### src/rtl/pipe_ctrl_pkg.sv
// Shared types and constants for the pipeline control slice.
package pipe_ctrl_pkg;

    // Register index width used by the hazard compares
    localparam int REG_IDX_W = 5;

    // Widths and NOP encodings of the ID/EX control fields zeroed by a bubble
    localparam int WB_W = 2;
    localparam int M_W  = 3;
    localparam int EX_W = 4;
    localparam logic [WB_W-1:0] WB_NOP = '0;
    localparam logic [M_W-1:0]  M_NOP  = '0;
    localparam logic [EX_W-1:0] EX_NOP = '0;

    // Hazard FSM states; encodings are visible on state_o
    typedef enum logic [1:0] {
        ST_RUN     = 2'd0,
        ST_LDUSE   = 2'd1,
        ST_MEMWAIT = 2'd2
    } state_e;

    // Bundle of the per-cycle pipeline register controls
    typedef struct packed {
        logic pc_write;
        logic ifid_write;
        logic ifid_flush;
        logic idex_bubble;
        logic pipe_hold;
    } ctrl_t;

    localparam ctrl_t CTRL_DEFAULT = '{pc_write: 1'b1, ifid_write: 1'b1, ifid_flush: 1'b0,
                                       idex_bubble: 1'b0, pipe_hold: 1'b0};
    localparam ctrl_t CTRL_RESET   = '{pc_write: 1'b0, ifid_write: 1'b0, ifid_flush: 1'b0,
                                       idex_bubble: 1'b1, pipe_hold: 1'b0};
    localparam ctrl_t CTRL_BUBBLE  = '{pc_write: 1'b0, ifid_write: 1'b0, ifid_flush: 1'b0,
                                       idex_bubble: 1'b1, pipe_hold: 1'b0};
    localparam ctrl_t CTRL_HOLD    = '{pc_write: 1'b0, ifid_write: 1'b0, ifid_flush: 1'b0,
                                       idex_bubble: 1'b0, pipe_hold: 1'b1};

endpackage

### src/rtl/hazard_ctrl_if.sv
// Signal bundle between the pipeline datapath and the hazard controller.
//
// Data-memory handshake: dmem_req_i marks a MEM-stage access in the current
// cycle; the access completes in any cycle where dmem_req_i and dmem_ack_i are
// both high. A request with no ack stalls the pipeline until the ack arrives.
interface hazard_ctrl_if #(
    parameter int CNT_W = 32
);
    import pipe_ctrl_pkg::*;

    logic                 idex_memread_i;
    logic [REG_IDX_W-1:0] idex_rt_i;
    logic [REG_IDX_W-1:0] ifid_rs_i;
    logic [REG_IDX_W-1:0] ifid_rt_i;
    logic                 ifid_uses_rt_i;
    logic                 branch_taken_i;
    logic                 dmem_req_i;
    logic                 dmem_ack_i;
    logic                 pc_write_o;
    logic                 ifid_write_o;
    logic                 ifid_flush_o;
    logic                 idex_bubble_o;
    logic                 pipe_hold_o;
    logic                 mem_err_o;
    logic [CNT_W-1:0]     stall_cnt_o;
    logic [CNT_W-1:0]     flush_cnt_o;
    logic [1:0]           state_o;

    // Datapath side
    modport master (
        output idex_memread_i, idex_rt_i, ifid_rs_i, ifid_rt_i, ifid_uses_rt_i,
               branch_taken_i, dmem_req_i, dmem_ack_i,
        input  pc_write_o, ifid_write_o, ifid_flush_o, idex_bubble_o, pipe_hold_o,
               mem_err_o, stall_cnt_o, flush_cnt_o, state_o
    );

    // Hazard controller side
    modport slave (
        input  idex_memread_i, idex_rt_i, ifid_rs_i, ifid_rt_i, ifid_uses_rt_i,
               branch_taken_i, dmem_req_i, dmem_ack_i,
        output pc_write_o, ifid_write_o, ifid_flush_o, idex_bubble_o, pipe_hold_o,
               mem_err_o, stall_cnt_o, flush_cnt_o, state_o
    );

endinterface

### src/rtl/hazard_detect.sv
// Combinational load-use compare between the load in ID/EX and the ID sources.
module hazard_detect
    import pipe_ctrl_pkg::*;
(
    input  logic                 memread,
    input  logic [REG_IDX_W-1:0] ex_rt,
    input  logic [REG_IDX_W-1:0] id_rs,
    input  logic [REG_IDX_W-1:0] id_rt,
    input  logic                 id_uses_rt,
    output logic                 lu
);

    // r0 is never a real dependency; rt only matters when ID reads it
    always_comb begin
        lu = memread && (ex_rt != '0) &&
             ((ex_rt == id_rs) || (id_uses_rt && (ex_rt == id_rt)));
    end

endmodule

### src/rtl/hazard_ctrl.sv
// Pipeline hazard controller: load-use bubbles, branch flushes, memory waits.
module hazard_ctrl
    import pipe_ctrl_pkg::*;
#(
    parameter int LU_STALLS   = 1,
    parameter int MEM_TIMEOUT = 255,
    parameter int CNT_W       = 32
) (
    input  logic          clk_i,
    input  logic          rst_i,
    hazard_ctrl_if.slave  bus
);

    localparam logic [1:0]  LU_CNT_INIT = 2'(LU_STALLS - 1);
    localparam logic [15:0] WAIT_LIMIT  = 16'(MEM_TIMEOUT);

    state_e           state_q, state_d;
    state_e           resume_q, resume_d;
    logic [1:0]       lu_cnt_q, lu_cnt_d;
    logic [15:0]      wait_cnt_q, wait_cnt_d;
    logic             mem_err_q;
    logic [CNT_W-1:0] stall_cnt_q, flush_cnt_q;
    logic             lu, ms;
    ctrl_t            ctrl;

    hazard_detect u_detect (
        .memread    (bus.idex_memread_i),
        .ex_rt      (bus.idex_rt_i),
        .id_rs      (bus.ifid_rs_i),
        .id_rt      (bus.ifid_rt_i),
        .id_uses_rt (bus.ifid_uses_rt_i),
        .lu         (lu)
    );

    assign ms = bus.dmem_req_i && !bus.dmem_ack_i;

    // State, sequencing counters and the sticky timeout flag
    always_ff @(posedge clk_i) begin
        if (!rst_i) begin
            state_q    <= ST_RUN;
            resume_q   <= ST_RUN;
            lu_cnt_q   <= '0;
            wait_cnt_q <= '0;
            mem_err_q  <= 1'b0;
        end else begin
            state_q    <= state_d;
            resume_q   <= resume_d;
            lu_cnt_q   <= lu_cnt_d;
            wait_cnt_q <= wait_cnt_d;
            // Fires on the unanswered wait cycle that brings wait_cnt to the limit
            if (state_q == ST_MEMWAIT && !bus.dmem_ack_i && wait_cnt_d == WAIT_LIMIT)
                mem_err_q <= 1'b1;
        end
    end

    // Next state; the ack cycle out of MEMWAIT is treated as a cycle of the resume state
    always_comb begin
        state_d    = state_q;
        resume_d   = resume_q;
        lu_cnt_d   = lu_cnt_q;
        wait_cnt_d = wait_cnt_q;
        case (state_q)
            ST_RUN: begin
                if (ms) begin
                    state_d    = ST_MEMWAIT;
                    resume_d   = ST_RUN;
                    wait_cnt_d = '0;
                end else if (lu) begin
                    lu_cnt_d = LU_CNT_INIT;
                    state_d  = (LU_CNT_INIT != '0) ? ST_LDUSE : ST_RUN;
                end
            end
            ST_LDUSE: begin
                if (ms) begin
                    state_d    = ST_MEMWAIT;
                    resume_d   = ST_LDUSE;
                    wait_cnt_d = '0;
                end else if (lu_cnt_q <= 2'd1) begin
                    lu_cnt_d = '0;
                    state_d  = ST_RUN;
                end else begin
                    lu_cnt_d = lu_cnt_q - 2'd1;
                end
            end
            ST_MEMWAIT: begin
                if (wait_cnt_q != '1)
                    wait_cnt_d = wait_cnt_q + 16'd1;
                if (bus.dmem_ack_i) begin
                    if (resume_q == ST_LDUSE) begin
                        if (lu_cnt_q <= 2'd1) begin
                            lu_cnt_d = '0;
                            state_d  = ST_RUN;
                        end else begin
                            lu_cnt_d = lu_cnt_q - 2'd1;
                            state_d  = ST_LDUSE;
                        end
                    end else if (lu) begin
                        // A hazard that sat behind the memory stall still needs its bubbles
                        lu_cnt_d = LU_CNT_INIT;
                        state_d  = (LU_CNT_INIT != '0) ? ST_LDUSE : ST_RUN;
                    end else begin
                        state_d = ST_RUN;
                    end
                end
            end
            default: state_d = ST_RUN;
        endcase
    end

    // Mealy control outputs; memory stall outranks load-use, which outranks branch flush
    always_comb begin
        ctrl = CTRL_DEFAULT;
        if (!rst_i) begin
            ctrl = CTRL_RESET;
        end else begin
            case (state_q)
                ST_RUN: begin
                    if (ms)                      ctrl = CTRL_HOLD;
                    else if (lu)                 ctrl = CTRL_BUBBLE;
                    else if (bus.branch_taken_i) ctrl.ifid_flush = 1'b1;
                end
                ST_LDUSE: begin
                    ctrl = ms ? CTRL_HOLD : CTRL_BUBBLE;
                end
                ST_MEMWAIT: begin
                    if (!bus.dmem_ack_i)                    ctrl = CTRL_HOLD;
                    else if (resume_q == ST_LDUSE || lu)    ctrl = CTRL_BUBBLE;
                end
                default: ctrl = CTRL_DEFAULT;
            endcase
        end
    end

    // Saturating performance counters for stalled and flushed cycles
    always_ff @(posedge clk_i) begin
        if (!rst_i) begin
            stall_cnt_q <= '0;
            flush_cnt_q <= '0;
        end else begin
            if (!ctrl.pc_write && stall_cnt_q != '1)
                stall_cnt_q <= stall_cnt_q + CNT_W'(1);
            if (ctrl.ifid_flush && flush_cnt_q != '1)
                flush_cnt_q <= flush_cnt_q + CNT_W'(1);
        end
    end

    assign bus.pc_write_o    = ctrl.pc_write;
    assign bus.ifid_write_o  = ctrl.ifid_write;
    assign bus.ifid_flush_o  = ctrl.ifid_flush;
    assign bus.idex_bubble_o = ctrl.idex_bubble;
    assign bus.pipe_hold_o   = ctrl.pipe_hold;
    assign bus.mem_err_o     = mem_err_q;
    assign bus.stall_cnt_o   = stall_cnt_q;
    assign bus.flush_cnt_o   = flush_cnt_q;
    assign bus.state_o       = state_q;

endmodule

### src/flat_wrapper.sv
// flat-port wrapper written by rule: the top's interface ports become plain ports
module hazard_ctrl_flat import pipe_ctrl_pkg::*;
#(
    parameter int LU_STALLS   = 1,
    parameter int MEM_TIMEOUT = 255,
    parameter int CNT_W       = 32
)
  (clk_i, rst_i, bus_idex_memread_i, bus_idex_rt_i, bus_ifid_rs_i, bus_ifid_rt_i, bus_ifid_uses_rt_i, bus_branch_taken_i, bus_dmem_req_i, bus_dmem_ack_i, bus_pc_write_o, bus_ifid_write_o, bus_ifid_flush_o, bus_idex_bubble_o, bus_pipe_hold_o, bus_mem_err_o, bus_stall_cnt_o, bus_flush_cnt_o, bus_state_o);
  hazard_ctrl_if #(.CNT_W(CNT_W)) bus_i ();
  input  logic clk_i;
  input  logic rst_i;
  input wire logic [$bits(bus_i.idex_memread_i)-1:0] bus_idex_memread_i;
  input wire logic [$bits(bus_i.idex_rt_i)-1:0] bus_idex_rt_i;
  input wire logic [$bits(bus_i.ifid_rs_i)-1:0] bus_ifid_rs_i;
  input wire logic [$bits(bus_i.ifid_rt_i)-1:0] bus_ifid_rt_i;
  input wire logic [$bits(bus_i.ifid_uses_rt_i)-1:0] bus_ifid_uses_rt_i;
  input wire logic [$bits(bus_i.branch_taken_i)-1:0] bus_branch_taken_i;
  input wire logic [$bits(bus_i.dmem_req_i)-1:0] bus_dmem_req_i;
  input wire logic [$bits(bus_i.dmem_ack_i)-1:0] bus_dmem_ack_i;
  output wire logic [$bits(bus_i.pc_write_o)-1:0] bus_pc_write_o;
  output wire logic [$bits(bus_i.ifid_write_o)-1:0] bus_ifid_write_o;
  output wire logic [$bits(bus_i.ifid_flush_o)-1:0] bus_ifid_flush_o;
  output wire logic [$bits(bus_i.idex_bubble_o)-1:0] bus_idex_bubble_o;
  output wire logic [$bits(bus_i.pipe_hold_o)-1:0] bus_pipe_hold_o;
  output wire logic [$bits(bus_i.mem_err_o)-1:0] bus_mem_err_o;
  output wire logic [$bits(bus_i.stall_cnt_o)-1:0] bus_stall_cnt_o;
  output wire logic [$bits(bus_i.flush_cnt_o)-1:0] bus_flush_cnt_o;
  output wire logic [$bits(bus_i.state_o)-1:0] bus_state_o;
  assign bus_i.idex_memread_i = bus_idex_memread_i;
  assign bus_i.idex_rt_i = bus_idex_rt_i;
  assign bus_i.ifid_rs_i = bus_ifid_rs_i;
  assign bus_i.ifid_rt_i = bus_ifid_rt_i;
  assign bus_i.ifid_uses_rt_i = bus_ifid_uses_rt_i;
  assign bus_i.branch_taken_i = bus_branch_taken_i;
  assign bus_i.dmem_req_i = bus_dmem_req_i;
  assign bus_i.dmem_ack_i = bus_dmem_ack_i;
  assign bus_pc_write_o = bus_i.pc_write_o;
  assign bus_ifid_write_o = bus_i.ifid_write_o;
  assign bus_ifid_flush_o = bus_i.ifid_flush_o;
  assign bus_idex_bubble_o = bus_i.idex_bubble_o;
  assign bus_pipe_hold_o = bus_i.pipe_hold_o;
  assign bus_mem_err_o = bus_i.mem_err_o;
  assign bus_stall_cnt_o = bus_i.stall_cnt_o;
  assign bus_flush_cnt_o = bus_i.flush_cnt_o;
  assign bus_state_o = bus_i.state_o;
  hazard_ctrl #(.LU_STALLS(LU_STALLS), .MEM_TIMEOUT(MEM_TIMEOUT), .CNT_W(CNT_W)) u_core (.clk_i(clk_i), .rst_i(rst_i), .bus(bus_i));
endmodule
### config.mk
export PLATFORM = sky130hd
export DESIGN_NAME = hazard_ctrl_flat
export DESIGN_NICKNAME = d
export VERILOG_FILES = /design/src/rtl/pipe_ctrl_pkg.sv /design/src/rtl/hazard_ctrl_if.sv /design/src/rtl/hazard_detect.sv /design/src/rtl/hazard_ctrl.sv /design/src/flat_wrapper.sv
export SDC_FILE = /design/constraint.sdc
export NUM_CORES = 1
export LEC_CHECK = 0
export ABC_AREA = 1
export CAP_MARGIN = 20
export CORE_MARGIN = 2
export CORE_UTILIZATION = 45
export DETAILED_ROUTE_END_ITERATION = 8
export GPL_ROUTABILITY_DRIVEN = 0
export PLACE_DENSITY = 0.67
export SYNTH_ARGS = -nofsm -noshare
export SYNTH_HDL_FRONTEND = slang
export SYNTH_SLANG_ARGS = --single-unit
export TNS_END_PERCENT = 20
### constraint.sdc
create_clock -name clk_i -period 5.45 [get_ports clk_i]
set_clock_uncertainty 0.1 [all_clocks]
set_input_delay 1.09 -clock clk_i [delete_from_list [all_inputs] [get_ports clk_i]]
set_output_delay 1.09 -clock clk_i [all_outputs]
set_load 0.01 [all_outputs]
## Word level (Yosys, flattened, before mapping)

Cells that the tools add are included.

| cells by class | value |
|---|---|
| $add $sub $neg | 4 |
| magnitude comparators | 1 |
| eq/ne operators | 16 |
| muxes and demuxes | 31 |
| reductions and logical operators | 20 |

Operators with widths:

| kind | number |
|---|---|
| adder 32 x 1 -> 32 bit (second input constant) | 2 |
| inequality test 32 bit (second input constant) | 2 |
| 2-to-1 mux 16 bit | 2 |
| 2-to-1 mux 2 bit | 16 |
| one-hot mux 16 bit (2 select lines) | 1 |
| 2-to-1 mux 5 bit | 4 |
| adder 16 x 1 -> 16 bit (second input constant) | 1 |
| == test 16 x 8 -> 1 bit (second input constant) | 1 |
| inequality test 16 bit (second input constant) | 1 |
| one-hot mux 5 bit (3 select lines) | 1 |
| one-hot mux 2 bit (3 select lines) | 2 |
| == test 5 bit | 2 |
| logical AND 1 bit | 8 |
| inequality test 2 bit (second input constant) | 3 |
| inequality test 3 x 1 -> 1 bit (second input constant) | 2 |
| AND reduction 3 bit | 2 |
| nonzero test 5 bit | 1 |
| == test 2 x 1 -> 1 bit (second input constant) | 2 |
| 2-to-1 mux 1 bit | 4 |
| inequality test 2 x 1 -> 1 bit (second input constant) | 2 |
| one-hot mux 2 bit (2 select lines) | 1 |
| AND reduction 4 bit | 1 |
| nonzero test 3 bit | 1 |
| == test 2 bit (second input constant) | 1 |
| other kinds (7) | 9 |

| storage, ports and cells | value |
|---|---|
| bits in registers | 87 |
| output and inout port bits | 72 |

## Depth between registers and ports, before layout

Gate-level depths: netlist (run 1).

| depth | value |
|---|---|
| word-level depth | 11 |
| gate-level depth with buffers | 15 |
| mapped depth without buffers | 15 |

## Modules after synthesis

From an unflattened synthesis (run 1), not the netlist that was laid out.

| second synthesis, totals | value |
|---|---|
| cell total of the unflattened synthesis | 840 |
| area total of the unflattened synthesis | 5376.4 um2 |

By module, submodules not included:

| module | instances | cells each | area each (um2) | seq. area each (um2) |
|---|---|---|---|---|
| hazard_ctrl | 1 | 788 | 5170.0 | 1721.7 |
| hazard_detect | 1 | 52 | 206.4 | 0.0 |

## Worst setup path before layout (run 1)

OpenSTA, ideal clock, no wires.

| timing path | value |
|---|---|
| path type | input to output |
| start point | input bus_ifid_rt_i[2] |
| end point | output bus_pc_write_o |
| data arrival time | 2.387 ns |
| path slack | 1.873 ns |
| stages on the path | 12 |
| buffers on the path | 2 |
| path through | inv_1 -> nor2_1 -> nor3_1 -> nand3_1 -> nand2_1 -> nand2_2 -> nand2_2 -> nand2_1 -> o21ai_2 -> buf_2 -> inv_1 -> buf_4 |

| on the way | value |
|---|---|
| word-level cells in the longest chain between the ends | 9 |
| elaborated cells on any way between the ends | 11 |

RTL lines:

| item | line | source |
|---|---|---|
| start, declared | flat_wrapper.sv:15 | `input wire logic [$bits(bus_i.ifid_rt_i)-1:0] bus_ifid_rt_i;` |
| == test 5 bit (*) | hazard_detect.sv:16 | `((ex_rt == id_rs) \|\| (id_uses_rt && (ex_rt == id_rt)));` |
| logical AND 1 bit (*) | hazard_detect.sv:16 |  |
| logical OR 1 bit (*) | hazard_detect.sv:16 |  |
| logical AND 1 bit (*) | hazard_detect.sv:15 | `lu = memread && (ex_rt != '0) &&` |
| logical OR 1 bit | hazard_ctrl.sv:127 | `else if (resume_q == ST_LDUSE \|\| lu) ctrl = CTRL_BUBBLE;` |
| 2-to-1 mux 5 bit | hazard_ctrl.sv:127 |  |
| 2-to-1 mux 5 bit | hazard_ctrl.sv:126 | `if (!bus.dmem_ack_i) ctrl = CTRL_HOLD;` |
| one-hot mux 5 bit (3 select lines) (*) | hazard_ctrl.sv:116 | `case (state_q)` |
| 2-to-1 mux 5 bit (*) | hazard_ctrl.sv:113 | `if (!rst_i) begin` |
| end, declared | flat_wrapper.sv:20 | `output wire logic [$bits(bus_i.pc_write_o)-1:0] bus_pc_write_o;` |

Every way passes the cells marked *; elsewhere a longest branch is shown, timed or not.

## Final worst setup path (run 1)

| timing path | value |
|---|---|
| start point | input bus_idex_rt_i[1] |
| end point | output bus_idex_bubble_o |

| on the way | value |
|---|---|
| word-level cells in the longest chain between the ends | 9 |
| elaborated cells on any way between the ends | 14 |

RTL lines:

| item | line | source |
|---|---|---|
| start, declared | flat_wrapper.sv:13 | `input wire logic [$bits(bus_i.idex_rt_i)-1:0] bus_idex_rt_i;` |
| == test 5 bit | hazard_detect.sv:16 |  |
| logical AND 1 bit | hazard_detect.sv:16 |  |
| logical OR 1 bit | hazard_detect.sv:16 |  |
| logical AND 1 bit (*) | hazard_detect.sv:15 |  |
| logical OR 1 bit | hazard_ctrl.sv:127 |  |
| 2-to-1 mux 5 bit | hazard_ctrl.sv:127 |  |
| 2-to-1 mux 5 bit | hazard_ctrl.sv:126 |  |
| one-hot mux 5 bit (3 select lines) (*) | hazard_ctrl.sv:116 |  |
| 2-to-1 mux 5 bit (*) | hazard_ctrl.sv:113 |  |
| end, declared | flat_wrapper.sv:23 | `output wire logic [$bits(bus_i.idex_bubble_o)-1:0] bus_idex_bubble_o;` |

Marked as above.

==> impl_metrics.ini, run 1 <==
[outcome]
outcome = complete, no violations

[setup_path]
worstSetupPathType = in -> out
r2r_start = u_core.bus.state_o[1]$_SDFFE_PN0P_
r2r_cells = 9
rrSetupSlack_ps = 2220
required_ps = 4260
crit_slowest_cell = clkdlybuf4s50_1
crit_path_end_kind = output pin
critPathMaxFanout = 5
cp_cell_sequence = clkdlybuf4s50_1 -> inv_2 -> nand2_1 -> nand2_1 -> nor3_1 -> nand3_1 -> nand2_1 -> nand2_2 -> nor3_1 -> nor3_1 -> o21ai_0 -> clkdlybuf4s50_1
crit_path_start_kind = primary input
worstPathArrival_ps = 3280
cp_top_family = buffers and inverters
path_buf_inv = 3
max_stage_delay_ps = 600
r2r_end = u_core.bus.stall_cnt_o[1]$_SDFFE_PN0P_

[power_and_ir_drop]
p_switching_w = 0.000552
ir_drop_mv = 0.132
combinationalPowerShare_pct = 23.6
clkPwrFrac_pct = 35.4
seq_power_share_pct = 41.0
internal-power_w = 0.00110
switching_share_pct = 33.3
power_density_nw_per_um2 = 236
p_leak_nw = 2.55

[drt]
drt-total-wl_um = 16100
drcViolationCount = 0
wire_per_inst_um = 14.0
drt_iter0_markers = 541
viasPerCell = 5.31
via_count = 6142
drtPass1Iterations = 5
ant_nets = 0

[finish]
layout_common_cells = 250 x nand2_1, 105 x nor2_1, 93 x clkdlybuf4s50_1
nFillCells = 1317
layout_commonest_cell = nand2_1
drive_above_1_share_pct = 3.86
multi_input_area_um2 = 3510
diodes = 0
fin_nets = 1008
syn_to_final_growth_pct = 23.1
utilization_pct = 56.1
regArea_um2 = 1720

[synthesis]
synthXorXnorAreaFrac_pct = 10.1
synth-main-ff-cell = dfxtp_1
netlist_area_um2 = 5700
ys_seq_area_share_pct = 30.2
ys_ff_latch = 86
avgSynthCellArea_um2 = 6.35
synth_edf_count = 0
synthArstFlopShare_pct = 0
synth_top_family_by_area = simple AND/OR/NAND/NOR gates
synth_adder_area_share_pct = 1.54
syn_nets = 927
yosys_warnings = 0
ys_types = 36
synth_simple_gate_area_share_pct = 40.4
synthCells = 898
synth.area.mux_share_pct = 0
synth_compound_area_share_pct = 9.59

[timing]
setup_viol = 0
rsz0062_at_grt = false
worstMarginPinSlew_ps = 1030
relSlewSlack_pct = 31.0
final.setup.tns_ps = 0
fmax_mhz = 224
min_period_ps = 4470
hold_violations = 0
timing.hold.ws_ps = 375
period_share_pct = 82.0
slew_violations = 0

[floorplanning]
die_h_um = 117
core_um2 = 12500
die_area_um2 = 13600
core.rowCount = 41
initial_utilization_pct = 45.6
ios = 94
die_w_um = 117

[cts]
clk_latency_ps = 350
cts_root_buf = clkbuf_16
path_clk_slew_ps = 60
cts_tree = yes
postCtsSetupBuffers = 0
cts_sinks = 86
clock_path_buffers = 2
holdBufCountCts = 0
numCtsBuffers = 9
htreeDepth = 3
post_cts_resized = 0

[global_routing]
grt_use_total_pct = 24.4
grt_pass1_vias = 5518
grt_pass1_wl_um = 26500
grt_max_degree = 41
overflow = 0
antenna_found_initial = 0

[min_path]
worstHoldStart = u_core.bus.mem_err_o$_SDFFE_PN0P_
min_delay_path_depth = 2
hold_end = u_core.bus.mem_err_o$_SDFFE_PN0P_
hold_path.class = reg -> reg

[place]
dp_hpwl_um = 11700
io_buffer_count = 93

[job]
drv_cap = 0
==> metrics by stage <==
stage          power (W)  setup WS, ps  area [µm²]  cells
6_report         0.00165           979        7020   1156
5_1_grt          0.00174           836        7020   1156
4_1_cts          0.00167           977        7020   1156
3_5_place_dp     0.00108           992        6750   1140
3_3_place_gp     0.00108           999        6750   1140
2_1_floorplan   0.000951          1870        5700    898
==> registers in the layout, summed over array words and instances (netlist names) <==
signal / flops
u_core.lu_cnt_q: 2
u_core.resume_q: 1
u_core.bus.stall_cnt_o: 32
u_core.bus.flush_cnt_o: 32
u_core.bus.mem_err_o: 1
u_core.wait_cnt_q: 16
u_core.bus.state_o: 2
==> Yosys cell counts, types with 2 or more instances <==
library cell | n | share of area (%)
nand3_1 | 86 | 7.5
nor4_4 | 2 | 0.75
a21oi_1 | 76 | 6.7
nand2_2 | 2 | 0.22
dfxtp_1 | 86 | 30
ha_1 | 7 | 1.5
buf_4 | 4 | 0.53
nor3_1 | 38 | 3.3
buf_2 | 5 | 0.44
o211ai_1 | 2 | 0.26
inv_1 | 80 | 5.3
nand4_1 | 17 | 1.9
xnor2_1 | 12 | 1.8
xor2_1 | 54 | 8.3
nand2_1 | 250 | 16
o31ai_1 | 6 | 0.79
nor2_2 | 3 | 0.33
nor4_1 | 12 | 1.3
nand3b_1 | 2 | 0.26
buf_6 | 3 | 0.59
clkbuf_1 | 17 | 1.1
inv_2 | 3 | 0.20
nor2_1 | 105 | 6.9
o21ai_0 | 14 | 1.2
==> power by group through the flow <==
| stage | Clock, W | Combinational [W] | Sequential (W) |
|---|---|---|---|
| after floorplan | 0 | 0.000262 | 0.000689 |
| after global placement | 0 | 0.000389 | 0.000693 |
| after detailed placement | 0 | 0.000388 | 0.000691 |
| after CTS | 0.000599 | 0.000390 | 0.000677 |
| after global routing | 0.000623 | 0.000438 | 0.000681 |
| final | 0.000586 | 0.000390 | 0.000679 |
==> how the worst max path moves through the flow <==
stage                                 from                 to  slack, ps  cells past startpoint
final                     bus_idex_rt_i[1]  bus_idex_bubble_o        980                     12
after global routing      bus_idex_rt_i[1]  bus_idex_bubble_o        840                     12
after CTS                 bus_idex_rt_i[1]  bus_idex_bubble_o        980                     12
after detailed placement  bus_idex_rt_i[1]  bus_idex_bubble_o        990                     12
after global placement    bus_idex_rt_i[1]  bus_idex_bubble_o       1000                     12
after floorplan           bus_ifid_rt_i[2]     bus_pc_write_o       1870                     12
==> worst reg2reg max path, delay by kind of cell, from the launching register on <==
| kind | cells | cell delay (ps) |
|---|---|---|
| compound gates | 1 | 100 |
| buf+inv | 3 | 780 |
| fa+ha+maj | 1 | 550 |
| simple gates | 4 | 1180 |
| flops | 1 | 410 |
==> metal layers <==
layer  wire length [µm]  part of all wire, %  track usage (%)  vias up
li1                   -                    -                -     3092
met1               7510                   47             34.1     2777
met2               7050                   44             37.5      238
met3               1150                  7.1             3.74       35
met4                437                  2.7             10.6        0
met5                  0                    0                0        -
==> area by class of cell <==
type	instances	share of cell area [%]
Tap cell	172	3.06
Clock buffer	10	3.40
Multi-Input combinational cell	699	50.0
Sequential cell	86	24.5
Clock inverter	6	0.534
Timing Repair Buffer	100	14.0
Inverter	83	4.44
==> cells by family after synthesis <==
kind of cell,count (synthesis)
simple gates,523
buf+inv,113
compound gates,103
flops,86
xor+xnor,66
fa+ha+maj,7
Note: power is estimated with default switching activity, not from simulation.
==> run 2: changes to the inputs <==
Settings changed: PLACE_DENSITY 0.67 to 0.7.
Clock period 5.45 ns to 3.94 ns, I/O delays scaled along.
==> run 2 against run 1 <==
Effect of this change:
- via count fell by 0.91%
- die area did not move
- cell area rose by 0.73%
- worst hold slack got worse by 12 ps
- first-iteration DRC count fell by 6.1%
- final cell count rose by 0.26%
- worst setup slack got worse by 770 ps
- clock power rose by 49%
- combinational power rose by 41%
- global-route usage fell by 0.99 points
- sequential share of layout area fell by 0.18 points
- sequential power rose by 38%
- critical path type unchanged
- critical endpoint is now bus_ifid_write_o
==> impl_metrics.ini, run 2 (synthesis gave the netlist of run 1 again) <==
[power_and_ir_drop]
seq_power_share_pct = 39.8
switching_share_pct = 32.2
power.total_w = 0.00236
combinationalPowerShare_pct = 23.3
ir_drop_mv = 0.171
p_switching_w = 0.000760
p_leak_nw = 2.58
internal-power_w = 0.00160
power_density_nw_per_um2 = 334
clkPwrFrac_pct = 36.9

[finish]
layout_commonest_cell = nand2_1
fin_nets = 1012
drive_above_1_share_pct = 4.05
layout_common_cells = 250 x nand2_1, 105 x nor2_1, 93 x clkdlybuf4s50_1
nFillCells = 1279
stdcell_count = 1159
diodes = 0
utilization_pct = 56.5
syn_to_final_growth_pct = 24.0

[drt]
drcViolationCount = 0
drtPass1Iterations = 5
drt_iter0_markers = 508
drt-total-wl_um = 15900
via_count = 6086
wire_per_inst_um = 13.7
viasPerCell = 5.25
ant_nets = 0

[job]
drv_cap = 0

[setup_path]
required_ps = 3050
worstPathArrival_ps = 2840
worstSetupPathType = in -> out
critPathMaxFanout = 5
crit_path_end_kind = output pin
crit_path_start_kind = primary input

[timing]
fmax_mhz = 268
final.setup.tns_ps = 0
timing.hold.ws_ps = 364
setup_viol = 0
relSlewSlack_pct = 56.5
hold_violations = 0
period_share_pct = 94.7
worstMarginPinSlew_ps = 650
rsz0062_at_grt = false
min_period_ps = 3730
slew_violations = 0

[floorplanning]
core.rowCount = 41
die_w_um = 117
initial_utilization_pct = 45.6
die_area_um2 = 13600
core_um2 = 12500
die_h_um = 117
ios = 94

[cts]
post_cts_resized = 0
clk_latency_ps = 350
htreeDepth = 3
numCtsBuffers = 9
cts_sinks = 86
path_clk_slew_ps = 60
clock_path_buffers = 2
holdBufCountCts = 0
cts_root_buf = clkbuf_16
postCtsSetupBuffers = 0
cts_tree = yes

[place]
place_inst = 1144
dp_hpwl_um = 11600
io_buffer_count = 93

[global_routing]
grt_pass1_wl_um = 25700
grt_pass1_vias = 5329
antenna_found_initial = 0
overflow = 0
grt_max_degree = 36
grt_use_total_pct = 23.4

[min_path]
hold_path.class = reg -> reg

[outcome]
outcome = complete, no violations
[run 2: cell types whose count changed in the layout (fill, tap and decap cells not counted), sizes merged]
cell,before,now
buf,7,11
clkinv,3,1
clkinvlp,3,1
bufinv,0,1
clkbuf,10,11
inv,83,84
[run 2: power groups by stage]
stage / clock network [W] / registers (W) / logic [W]
2_1_floorplan: 0 / 0.000953 / 0.000362
3_3_place_gp: 0 / 0.000959 / 0.000542
3_5_place_dp: 0 / 0.000958 / 0.000546
4_1_cts: 0.000887 / 0.000939 / 0.000549
5_1_grt: 0.000917 / 0.000945 / 0.000614
6_report: 0.000873 / 0.000940 / 0.000551
[run 2: layer usage]
layer  up-vias  routed length (µm)  track usage [%]  part of all wire, %
li1       3109                   -                -                    -
met1      2780                7510             32.6                   47
met2       171                7150             36.8                   45
met3        26                 884             4.05                  5.6
met4         0                 306             8.08                  1.9
met5         -                   0                0                    0
[run 2: layout make-up]
class / count / area (µm²) / area share, %
Clock buffer: 11 / 243 / 3.43
Clock inverter: 4 / 55.1 / 0.778
Inverter: 83 / 312 / 4.40
Multi-Input combinational cell: 699 / 3510 / 49.7
Sequential cell: 86 / 1720 / 24.3
Tap cell: 172 / 215 / 3.04
Timing Repair Buffer: 104 / 1010 / 14.3
[run 2: per-stage QoR]
stage,setup WS (ps),cell area (µm²)
floorplan,967,5700
global placement,205,6780
detailed placement,199,6780
CTS,195,7070
global route,12.0,7070
finish,208,7070
[run 2: final timing paths]
| path | startpoint | endpoint | slack, ps | cells after the start |
|---|---|---|---|---|
| worst max-delay path | bus_idex_rt_i[1] | bus_ifid_write_o | 210 | 13 |
| worst max register to register | u_core.bus.flush_cnt_o[0]$_SDFFE_PN0P_ | u_core.bus.flush_cnt_o[2]$_SDFFE_PN0P_ | 1180 | 9 |
| worst min register to register | u_core.bus.mem_err_o$_SDFFE_PN0P_ | u_core.bus.mem_err_o$_SDFFE_PN0P_ | 360 | 2 |
| worst min-delay path | u_core.bus.mem_err_o$_SDFFE_PN0P_ | u_core.bus.mem_err_o$_SDFFE_PN0P_ | 360 | 2 |
[run 2: worst max-delay path, cell delays in order]
cell	delay, ps
clkdlybuf4s50_1	530
inv_2	50
nand2_1	50
nand2_1	40
nor3_1	130
nand3_1	90
nand2_1	80
nand2_2	90
nand2_2	130
nand2_1	80
o21ai_2	230
inv_1	80
clkdlybuf4s50_1	480
==> run 3: changes to the inputs <==
Settings changed: CORE_MARGIN 2 to 1.
==> run 3 against run 2 <==
Effect of this change:
- via count down 0.39%
- worst setup slack worse by 15 ps
- highest routed layer unchanged
- non-clock buffer count decreased by 1
==> impl_metrics.ini, run 3 (synthesis gave the netlist of run 1 again) <==
[finish]
nFillCells = 1207
multi_input_area_um2 = 3510
layout_commonest_cell = nand2_1
layout_common_cells = 250 x nand2_1, 105 x nor2_1, 93 x clkdlybuf4s50_1
diodes = 0
drive_above_1_share_pct = 3.85
design_area_um2 = 7030
fin_nets = 1011
syn_to_final_growth_pct = 23.3
stdcell_count = 1155
regArea_um2 = 1720

[setup_path]
crit_path_start_kind = primary input
crit_path_end_kind = output pin
critPathMaxFanout = 5
cp_cell_sequence = clkdlybuf4s50_1 -> inv_2 -> nand2_1 -> nand2_1 -> nor3_1 -> nand3_1 -> nand2_1 -> nand2_2 -> nand2_2 -> nand2_1 -> o21ai_2 -> inv_1 -> clkdlybuf4s50_1
cp_common_cell = nand2_1
crit_slowest_cell = clkdlybuf4s50_1
cp_top_family = buffers and inverters
required_ps = 3050
worstSetupPathType = in -> out
worstPathArrival_ps = 2860
max_stage_delay_ps = 520
path_buf_inv = 4

[global_routing]
grt_pass1_wl_um = 26300
grt_use_total_pct = 25.2
grt_max_degree = 79
grt_pass1_vias = 5578
antenna_found_initial = 0
overflow = 0

[drt]
drt_iter0_markers = 458
drtPass1Iterations = 5
via_count = 6062
drt-total-wl_um = 15800
ant_nets = 0
drcViolationCount = 0
wire_per_inst_um = 13.7
viasPerCell = 5.25

[cts]
cts_sinks = 86
htreeDepth = 3
postCtsSetupBuffers = 0
cts_root_buf = clkbuf_16
clock_path_buffers = 2
numCtsBuffers = 9
holdBufCountCts = 0
clk_latency_ps = 350
path_clk_slew_ps = 60
cts_tree = yes
post_cts_resized = 0

[power_and_ir_drop]
ir_drop_mv = 0.221
power_density_nw_per_um2 = 324
p_leak_nw = 2.56

[job]
drv_cap = 0

[outcome]
outcome = complete, no violations

[place]
placedInstanceArea_um2 = 6760
io_buffer_count = 93
dp_hpwl_um = 11400
place_inst = 1139

[floorplanning]
initial_utilization_pct = 46.9
core_um2 = 12200
die_h_um = 115
die_area_um2 = 13100
die_w_um = 115
core.rowCount = 40
ios = 94

[timing]
period_share_pct = 95.1
relSlewSlack_pct = 44.1
rsz0062_at_grt = false
hold_violations = 0
final.setup.tns_ps = 0
fmax_mhz = 267
min_period_ps = 3750
slew_violations = 0
worstMarginPinSlew_ps = 839
setup_viol = 0

[min_path]
hold_path.class = reg -> reg
[run 3: changes by cell type in the layout (fill, tap and decap cells not counted), sizes merged]
cell and change:
inv -1, bufinv -1, clkbuf +2, clkinvlp +1, buf -1
[run 3: final timing paths]
| path | start | to | slack, ps | cells past startpoint |
|---|---|---|---|---|
| worst max-delay path | bus_idex_rt_i[1] | bus_ifid_write_o | 190 | 13 |
| worst min-delay path | u_core.bus.mem_err_o$_SDFFE_PN0P_ | u_core.bus.mem_err_o$_SDFFE_PN0P_ | 360 | 2 |
| worst max register to register | u_core.bus.flush_cnt_o[0]$_SDFFE_PN0P_ | u_core.bus.flush_cnt_o[8]$_SDFFE_PN0P_ | 1080 | 11 |
| worst min register to register | u_core.bus.mem_err_o$_SDFFE_PN0P_ | u_core.bus.mem_err_o$_SDFFE_PN0P_ | 360 | 2 |
[run 3: through the flow]
step	hold WS, ps	util (%)	setup WS, ps	total power [W]
after global routing	376	57.8	14.5	0.00241
after floorplan	350	-	967	0.00132
final	355	57.8	193	0.00228
after global placement	347	55.6	169	0.00150
after detailed placement	350	55.6	144	0.00150
after CTS	358	57.8	141	0.00230
[run 3: per-layer routing]
layer	part of all wire (%)	wire length, µm	vias to the layer above	GRT usage, %
met1	47	7440	2753	32.7
met3	5.3	846	25	5.03
met4	2.0	312	0	8.40
li1	-	-	3095	-
met5	0	0	-	0
met2	46	7250	189	41.7
[run 3: cell type report]
cell class,instances,area share [%]
multi-input combinational,699,50.0
sequential,86,24.5
timing repair buffer,103,14.3
inverter,83,4.43
clock buffer,13,3.56
tap,168,2.99
clock inverter,3,0.285
[run 3: power breakdown]
part | internal, W | switching (W)
combinational | 0.000194 | 0.000354
clock | 0.000444 | 0.000350
sequential | 0.000899 | 0.0000398
[run 3: worst min-delay path, delay by kind of cell, from the launching register on]
family / cells / cell delay [ps]
flops: 1 / 310
buf+inv: 1 / 50
compound gates: 1 / 50
